==> config.mk <==
export PLATFORM = sky130hd
export DESIGN_NAME = wb_retire_unit_flat
export DESIGN_NICKNAME = d
export VERILOG_FILES = /design/src/rtl/mips_pkg.sv /design/src/rtl/wb_retire_unit_if.sv /design/src/rtl/wb_retire_unit_load_extend.sv /design/src/rtl/wb_retire_unit.sv /design/src/flat_wrapper.sv
export SDC_FILE = /design/constraint.sdc
export NUM_CORES = 1
export LEC_CHECK = 0
export ABC_AREA = 1
export CORE_UTILIZATION = 40
export CTS_CLUSTER_SIZE = 16
export DETAILED_ROUTE_END_ITERATION = 8
export MAX_ROUTING_LAYER = met4
export PLACE_DENSITY = 0.71
export SYNTH_ARGS = -nofsm -noshare
export SYNTH_HDL_FRONTEND = slang
export SYNTH_SLANG_ARGS = --single-unit
==> constraint.sdc <==
create_clock -name clk -period 3 [get_ports clk]
set_input_delay 0.9 -clock clk [delete_from_list [all_inputs] [get_ports clk]]
set_output_delay 0.9 -clock clk [all_outputs]
set_load 0.05 [all_outputs]
==> src/rtl/mips_pkg.sv <==
// Shared MIPS pipeline definitions: load-type encodings, default widths and
// the retire-queue entry layout used by the write-back stage.
package mips_pkg;

  localparam int DW_DEF = 32;
  localparam int AW_DEF = 5;

  localparam logic [2:0] LOAD_LW  = 3'd0;
  localparam logic [2:0] LOAD_LB  = 3'd1;
  localparam logic [2:0] LOAD_LBU = 3'd2;
  localparam logic [2:0] LOAD_LH  = 3'd3;
  localparam logic [2:0] LOAD_LHU = 3'd4;

  typedef struct packed {
    logic              reg_write;
    logic              mem_to_reg;
    logic [2:0]        load_type;
    logic [1:0]        addr_lo;
    logic [AW_DEF-1:0] write_reg;
    logic [DW_DEF-1:0] alu_result;
  } retire_entry_t;

endpackage

==> src/rtl/wb_retire_unit_if.sv <==
// MEM-stage result channel plus data-memory read response into write-back.
interface wb_retire_unit_if
  import mips_pkg::*;
#(
  parameter int DW = DW_DEF,
  parameter int AW = AW_DEF
);
  logic          in_valid;
  logic          in_ready;
  logic          in_reg_write;
  logic          in_mem_to_reg;
  logic [2:0]    in_load_type;
  logic [1:0]    in_addr_lo;
  logic [AW-1:0] in_write_reg;
  logic [DW-1:0] in_alu_result;
  logic          mem_rvalid;
  logic [DW-1:0] mem_rdata;

  modport master (
    output in_valid, in_reg_write, in_mem_to_reg, in_load_type, in_addr_lo,
    output in_write_reg, in_alu_result, mem_rvalid, mem_rdata,
    input  in_ready
  );

  modport slave (
    input  in_valid, in_reg_write, in_mem_to_reg, in_load_type, in_addr_lo,
    input  in_write_reg, in_alu_result, mem_rvalid, mem_rdata,
    output in_ready
  );
endinterface

==> src/rtl/wb_retire_unit_load_extend.sv <==
// Load lane extraction and sign/zero extension; flags misaligned LW/LH/LHU.
module load_extend
  import mips_pkg::*;
#(
  parameter int DW = DW_DEF
) (
  input  logic [2:0]    load_type,
  input  logic [1:0]    addr_lo,
  input  logic [DW-1:0] rdata,
  output logic [DW-1:0] data,
  output logic          misaligned
);
  logic        [7:0]    byte_u;
  logic        [15:0]   half_u;
  logic signed [7:0]    byte_s;
  logic signed [15:0]   half_s;
  logic signed [DW-1:0] byte_x;
  logic signed [DW-1:0] half_x;

  always_comb begin
    byte_u = rdata[{addr_lo, 3'b000} +: 8];
    half_u = rdata[{addr_lo[1], 4'b0000} +: 16];
    byte_s = $signed(byte_u);
    half_s = $signed(half_u);
    byte_x = byte_s;
    half_x = half_s;
    data       = rdata;
    misaligned = 1'b0;
    case (load_type)
      LOAD_LB:  data = byte_x;
      LOAD_LBU: data = {{(DW-8){1'b0}}, byte_u};
      LOAD_LH: begin
        data       = half_x;
        misaligned = addr_lo[0];
      end
      LOAD_LHU: begin
        data       = {{(DW-16){1'b0}}, half_u};
        misaligned = addr_lo[0];
      end
      // LW and the reserved encodings take the whole word
      default:  misaligned = (addr_lo != 2'b00);
    endcase
  end
endmodule

==> src/rtl/wb_retire_unit.sv <==
// Write-back stage: in-order retire queue feeding the register-file write
// port, holding loads at the head until their memory response arrives.
module wb_retire_unit
  import mips_pkg::*;
#(
  parameter int DEPTH = 2,
  parameter int DW    = DW_DEF,
  parameter int AW    = AW_DEF
) (
  input  logic            clk,
  input  logic            rst_n,
  wb_retire_unit_if.slave bus,
  output logic            rf_we,
  output logic [AW-1:0]   rf_waddr,
  output logic [DW-1:0]   rf_wdata,
  output logic            load_pending,
  output logic [AW-1:0]   load_pending_reg,
  output logic            err_resp,
  output logic            err_misalign
);
  localparam int PW = $clog2(DEPTH);

  retire_entry_t q [DEPTH];
  retire_entry_t entry_in;
  retire_entry_t head;
  logic [PW-1:0] rd_ptr, wr_ptr;
  logic [PW:0]   count;
  logic          has_head, enq, retire, resp_err, mis, ld_mis;
  logic [DW-1:0] ld_data, wdata_sel;

  always_comb begin
    entry_in.reg_write  = bus.in_reg_write;
    entry_in.mem_to_reg = bus.in_mem_to_reg;
    entry_in.load_type  = bus.in_load_type;
    entry_in.addr_lo    = bus.in_addr_lo;
    entry_in.write_reg  = bus.in_write_reg;
    entry_in.alu_result = bus.in_alu_result;
  end

  // Readiness looks only at occupancy, so a full queue stalls even on a retire
  assign bus.in_ready = (count < (PW+1)'(DEPTH));
  assign enq          = bus.in_valid && bus.in_ready;
  assign head         = q[rd_ptr];
  assign has_head     = (count != '0);
  assign load_pending = has_head && head.mem_to_reg;
  assign load_pending_reg = load_pending ? head.write_reg : '0;
  assign retire       = has_head && (!head.mem_to_reg || bus.mem_rvalid);
  assign resp_err     = bus.mem_rvalid && !load_pending;

  load_extend #(.DW(DW)) u_load_extend (
    .load_type  (head.load_type),
    .addr_lo    (head.addr_lo),
    .rdata      (bus.mem_rdata),
    .data       (ld_data),
    .misaligned (ld_mis)
  );

  assign mis       = head.mem_to_reg && ld_mis;
  assign wdata_sel = head.mem_to_reg ? ld_data : head.alu_result;

  // Queue storage: pointers alone define validity, so entries need no reset
  always_ff @(posedge clk) begin
    if (enq) q[wr_ptr] <= entry_in;
  end

  always_ff @(posedge clk or negedge rst_n) begin
    if (!rst_n) begin
      rd_ptr       <= '0;
      wr_ptr       <= '0;
      count        <= '0;
      rf_we        <= 1'b0;
      rf_waddr     <= '0;
      rf_wdata     <= '0;
      err_resp     <= 1'b0;
      err_misalign <= 1'b0;
    end else begin
      if (enq)    wr_ptr <= wr_ptr + PW'(1);
      if (retire) rd_ptr <= rd_ptr + PW'(1);
      count <= count + (PW+1)'(enq) - (PW+1)'(retire);
      // $0 writes are dropped here because the register file does not guard r0
      rf_we <= retire && head.reg_write && (head.write_reg != '0) && !mis;
      if (retire) begin
        rf_waddr <= head.write_reg;
        rf_wdata <= wdata_sel;
      end
      if (resp_err)      err_resp     <= 1'b1;
      if (retire && mis) err_misalign <= 1'b1;
    end
  end
endmodule
==> src/flat_wrapper.sv <==
// flat-port wrapper written by rule: the top's interface ports become plain ports
module wb_retire_unit_flat import mips_pkg::*;
#(
  parameter int DEPTH = 2,
  parameter int DW    = DW_DEF,
  parameter int AW    = AW_DEF
)
  (clk, rst_n, rf_we, rf_waddr, rf_wdata, load_pending, load_pending_reg, err_resp, err_misalign, bus_in_valid, bus_in_reg_write, bus_in_mem_to_reg, bus_in_load_type, bus_in_addr_lo, bus_in_write_reg, bus_in_alu_result, bus_mem_rvalid, bus_mem_rdata, bus_in_ready);
  wb_retire_unit_if #(.DW(DW), .AW(AW)) bus_i ();
  input  logic clk;
  input  logic rst_n;
  output logic rf_we;
  output logic [AW-1:0] rf_waddr;
  output logic [DW-1:0] rf_wdata;
  output logic load_pending;
  output logic [AW-1:0] load_pending_reg;
  output logic err_resp;
  output logic err_misalign;
  input wire logic [$bits(bus_i.in_valid)-1:0] bus_in_valid;
  input wire logic [$bits(bus_i.in_reg_write)-1:0] bus_in_reg_write;
  input wire logic [$bits(bus_i.in_mem_to_reg)-1:0] bus_in_mem_to_reg;
  input wire logic [$bits(bus_i.in_load_type)-1:0] bus_in_load_type;
  input wire logic [$bits(bus_i.in_addr_lo)-1:0] bus_in_addr_lo;
  input wire logic [$bits(bus_i.in_write_reg)-1:0] bus_in_write_reg;
  input wire logic [$bits(bus_i.in_alu_result)-1:0] bus_in_alu_result;
  input wire logic [$bits(bus_i.mem_rvalid)-1:0] bus_mem_rvalid;
  input wire logic [$bits(bus_i.mem_rdata)-1:0] bus_mem_rdata;
  output wire logic [$bits(bus_i.in_ready)-1:0] bus_in_ready;
  assign bus_i.in_valid = bus_in_valid;
  assign bus_i.in_reg_write = bus_in_reg_write;
  assign bus_i.in_mem_to_reg = bus_in_mem_to_reg;
  assign bus_i.in_load_type = bus_in_load_type;
  assign bus_i.in_addr_lo = bus_in_addr_lo;
  assign bus_i.in_write_reg = bus_in_write_reg;
  assign bus_i.in_alu_result = bus_in_alu_result;
  assign bus_i.mem_rvalid = bus_mem_rvalid;
  assign bus_i.mem_rdata = bus_mem_rdata;
  assign bus_in_ready = bus_i.in_ready;
  wb_retire_unit #(.DEPTH(DEPTH), .DW(DW), .AW(AW)) u_core (.clk(clk), .rst_n(rst_n), .bus(bus_i), .rf_we(rf_we), .rf_waddr(rf_waddr), .rf_wdata(rf_wdata), .load_pending(load_pending), .load_pending_reg(load_pending_reg), .err_resp(err_resp), .err_misalign(err_misalign));
endmodule
==> out/qor.yml, run 1 <==
violations: "design-rule violations"
via_per_inst: 5.23
syn_nets: 721
layout.nets: 849
ctsHoldBuffers: 0
crit_fanout: 34
startpoint_type: "flop"
synthTopCellsByArea: "edfxtp_1 (43%), dfrtp_1 (18%), nand2_1 (15%)"
seq_area_frac_synth_pct: 61.6
syn_area_per_cell_sq_um: 9.51
grt_max_degree: 70
gp_congestion: 0.914
post_cts_buffers: 0
ys.flop_type: "edfxtp_1"
clock-sinks: 132
cellPowerDensity_nw_per_um2: 1210
cp_slowest_cell: "buf_4"
final_common_cell: "nand2_1"
synth_edf_count: 88
first_pass_iters: 7
power_mw: 9.89
setup_slack_ns: 0.171
min_period_over_period_pct: 94.3
critPathKind: "reg -> out"
synthArstFlopShare_pct: 33.3
ant_nets: 0
syn2layout_area_growth_pct: 34.8
vias: 5044
h-tree-depth: 4
overflow: 0
ys_types: 37
slew_viol_final: 0
cts_made_buffers: 17
hold_viol: 0
dp_hpwl_mm: 11.4
yosysWarnings: 0
path_cells: "buf_4 > o21ai_4 > nor2_2 > inv_1 > nor2_2 > buf_4"
n_antenna_cell: 0
numPortBuffers: 126
crit_arrival_ns: 1.93
cts_tree: "built"
dieWidth_microns: 125
layout_common_cells: "nand2_1 (241), clkdlybuf4s50_1 (119), edfxtp_1 (88)"
reg2reg_to: "u_core.rf_wdata[23]$_DFFE_PN0P_"
stdcell_area_sq_um: 8190
antenna_found_initial: 0
cts_buffer_depth: 2
grt_pass1_wl_mm: 26.4
rows: 44
post-place-ws_ns: 0.394
reg2reg_from: "u_core.rd_ptr$_DFFE_PN0P_"
synth_top_area_share_pct: 43.5
drc: 9
path_clk_slew_ns: 0.06
placed_area_sq_um: 7560
hp-class: "in -> async"
clk-insertion-delay-late_ns: 0.43
pin_count: 127
min_period_ns: 2.83
finalSetupTns_ns: 0
ctsResizeCount: 0
worstSetupEndpointType: "output port"
fmax_mhz: 353
vdd_ir_drop_max_v: 0.000788
p_leak_nw: 3.45
start_util_pct: 41.4
worst_pin_slew_ns: 0.746
final_layout_size_suffix_gt1_share_pct: 10.1
relSlewSlack_pct: 50.3
die_area_sq_um: 15700
skew_ns: 0.0115
status: "finished with violations"
cp_data_required_time_ns: 2.10
grt_pass1_vias: 4821
dr.first_iter.drc_count: 473
reg2reg_slack_ns: 0.47
cap_violations: 0
r2r_cells: 12
fp.coreArea_sq_um: 14700
grt_setup_unrepaired: "no"
track_usage_pct: 23.2
routed_wl_mm: 16.7
wire_per_inst_microns: 17.3
die_y_microns: 125
syn_inst: 639
syn-cell-area_sq_um: 6080
max_stage_delay_ns: 0.37
crit_start: "u_core.rd_ptr$_DFFE_PN0P_"
synth_top_area_cell: "edfxtp_1"
worst_hold_slack_ns: 0.442
ys_seq_elements: 132
setup_viol: 0
clockRootBuffer: "clkbuf_16"
-- layout make-up --
type,instances,area (sq um)
multi-input combinational,438,2060
inverter,39,146
tap,184,230
sequential,132,3740
timing repair buffer,139,1380
clock inverter,14,208
fill,1274,6500
clock buffer,18,429
-- per-layer routing --
layer	share of wire, %	track usage, %	up-vias
met4	1.7	7.32	0
met2	45	34.8	242
met3	9.6	7.74	18
met1	44	29.7	2389
met5	0	-	-
li1	-	-	2395
-- worst max path at each step --
stage,slack (ns),end,cells past startpoint
after CTS,0.07,load_pending_reg[2],6
after detailed placement,0.39,u_core.count[1]$_DFF_PN0_,8
after floorplan,-0.33,u_core.q[0][0]$_DFFE_PP_,2
final,0.17,load_pending_reg[3],6
after global placement,0.49,u_core.count[1]$_DFF_PN0_,8
after global routing,0.02,load_pending_reg[3],6
-- Yosys cell counts, types with 2 or more instances --
library cell	n
dfrtp_1	44
nand2_2	3
o21ai_1	16
a31oi_1	24
buf_6	3
nand4_1	2
buf_4	2
nand3_2	3
nand3_1	40
edfxtp_1	88
inv_2	5
mux2i_1	4
or2_2	5
nand2_1	241
xor2_1	3
buf_2	12
clkbuf_1	12
o21ai_0	32
ha_1	2
nor2_1	30
a21oi_1	20
inv_1	33
-- cells by family (layout without fill, tap and decap cells) --
family / count (synthesis) / after routing / synth area share, %
xor+xnor: 4 / 4 / 0.576
simple gates: 329 / 329 / 22.4
mux: 4 / 4 / 0.659
fa+ha+maj: 2 / 2 / 0.412
compound gates: 99 / 99 / 9.33
buf+inv: 69 / 210 / 5.00
flops: 132 / 132 / 61.6
-- report_power, final --
part           leakage (nW)  switching (mW)  total [mW]  internal, mW
sequential             1.33           0.261        2.77          2.51
combinational          1.81            3.39        4.88          1.49
clock                 0.303           0.774        2.24          1.47
total                  3.45            4.43        9.89          5.47
-- worst max-delay path, delay by kind of cell, from the launching register on --
| family | cells | cell delay (ns) |
|---|---|---|
| and+or+nand+nor | 2 | 0.27 |
| buffers and inverters | 3 | 0.74 |
| AOI/OAI and AO/OA | 1 | 0.13 |
| DFF | 1 | 0.36 |
-- sequential cells by signal (all words and copies together) (netlist names) --
| register | count |
|---|---|
| u_core.q | 88 |
| u_core.rf_wdata | 32 |
| u_core.rf_waddr | 5 |
| u_core.count | 2 |
| u_core.err_misalign | 1 |
| u_core.err_resp | 1 |
| u_core.rd_ptr | 1 |
| u_core.rf_we | 1 |
| u_core.wr_ptr | 1 |
-- metrics by stage --
stage / utilization [%] / cells
floorplan: - / 639
global placement: 51.4 / 932
detailed placement: 51.4 / 932
CTS: 55.7 / 964
global route: 55.7 / 964
finish: 55.7 / 964
No activity file was read; power rests on OpenSTA's default activity.
==> inputs of run 2 (changes only) <==
--- a/config.mk
+++ b/config.mk
@@ -7,6 +7,7 @@
 export LEC_CHECK = 0
 export ABC_AREA = 1
 export CORE_UTILIZATION = 40
+export CTS_CLUSTER_DIAMETER = 50
 export CTS_CLUSTER_SIZE = 16
 export DETAILED_ROUTE_END_ITERATION = 8
 export MAX_ROUTING_LAYER = met4
==> results of run 2 <==
Same layout as run 1: the final DEF is identical, and so are final timing and power.
==> inputs of run 3 (changes only) <==
--- a/config.mk
+++ b/config.mk
@@ -12,6 +12,7 @@
 export DETAILED_ROUTE_END_ITERATION = 8
 export MAX_ROUTING_LAYER = met4
 export PLACE_DENSITY = 0.71
+export SKIP_LAST_GASP = 1
 export SYNTH_ARGS = -nofsm -noshare
 export SYNTH_HDL_FRONTEND = slang
 export SYNTH_SLANG_ARGS = --single-unit
==> results of run 3 <==
Same layout as run 1: the final DEF is identical, and so are final timing and power.
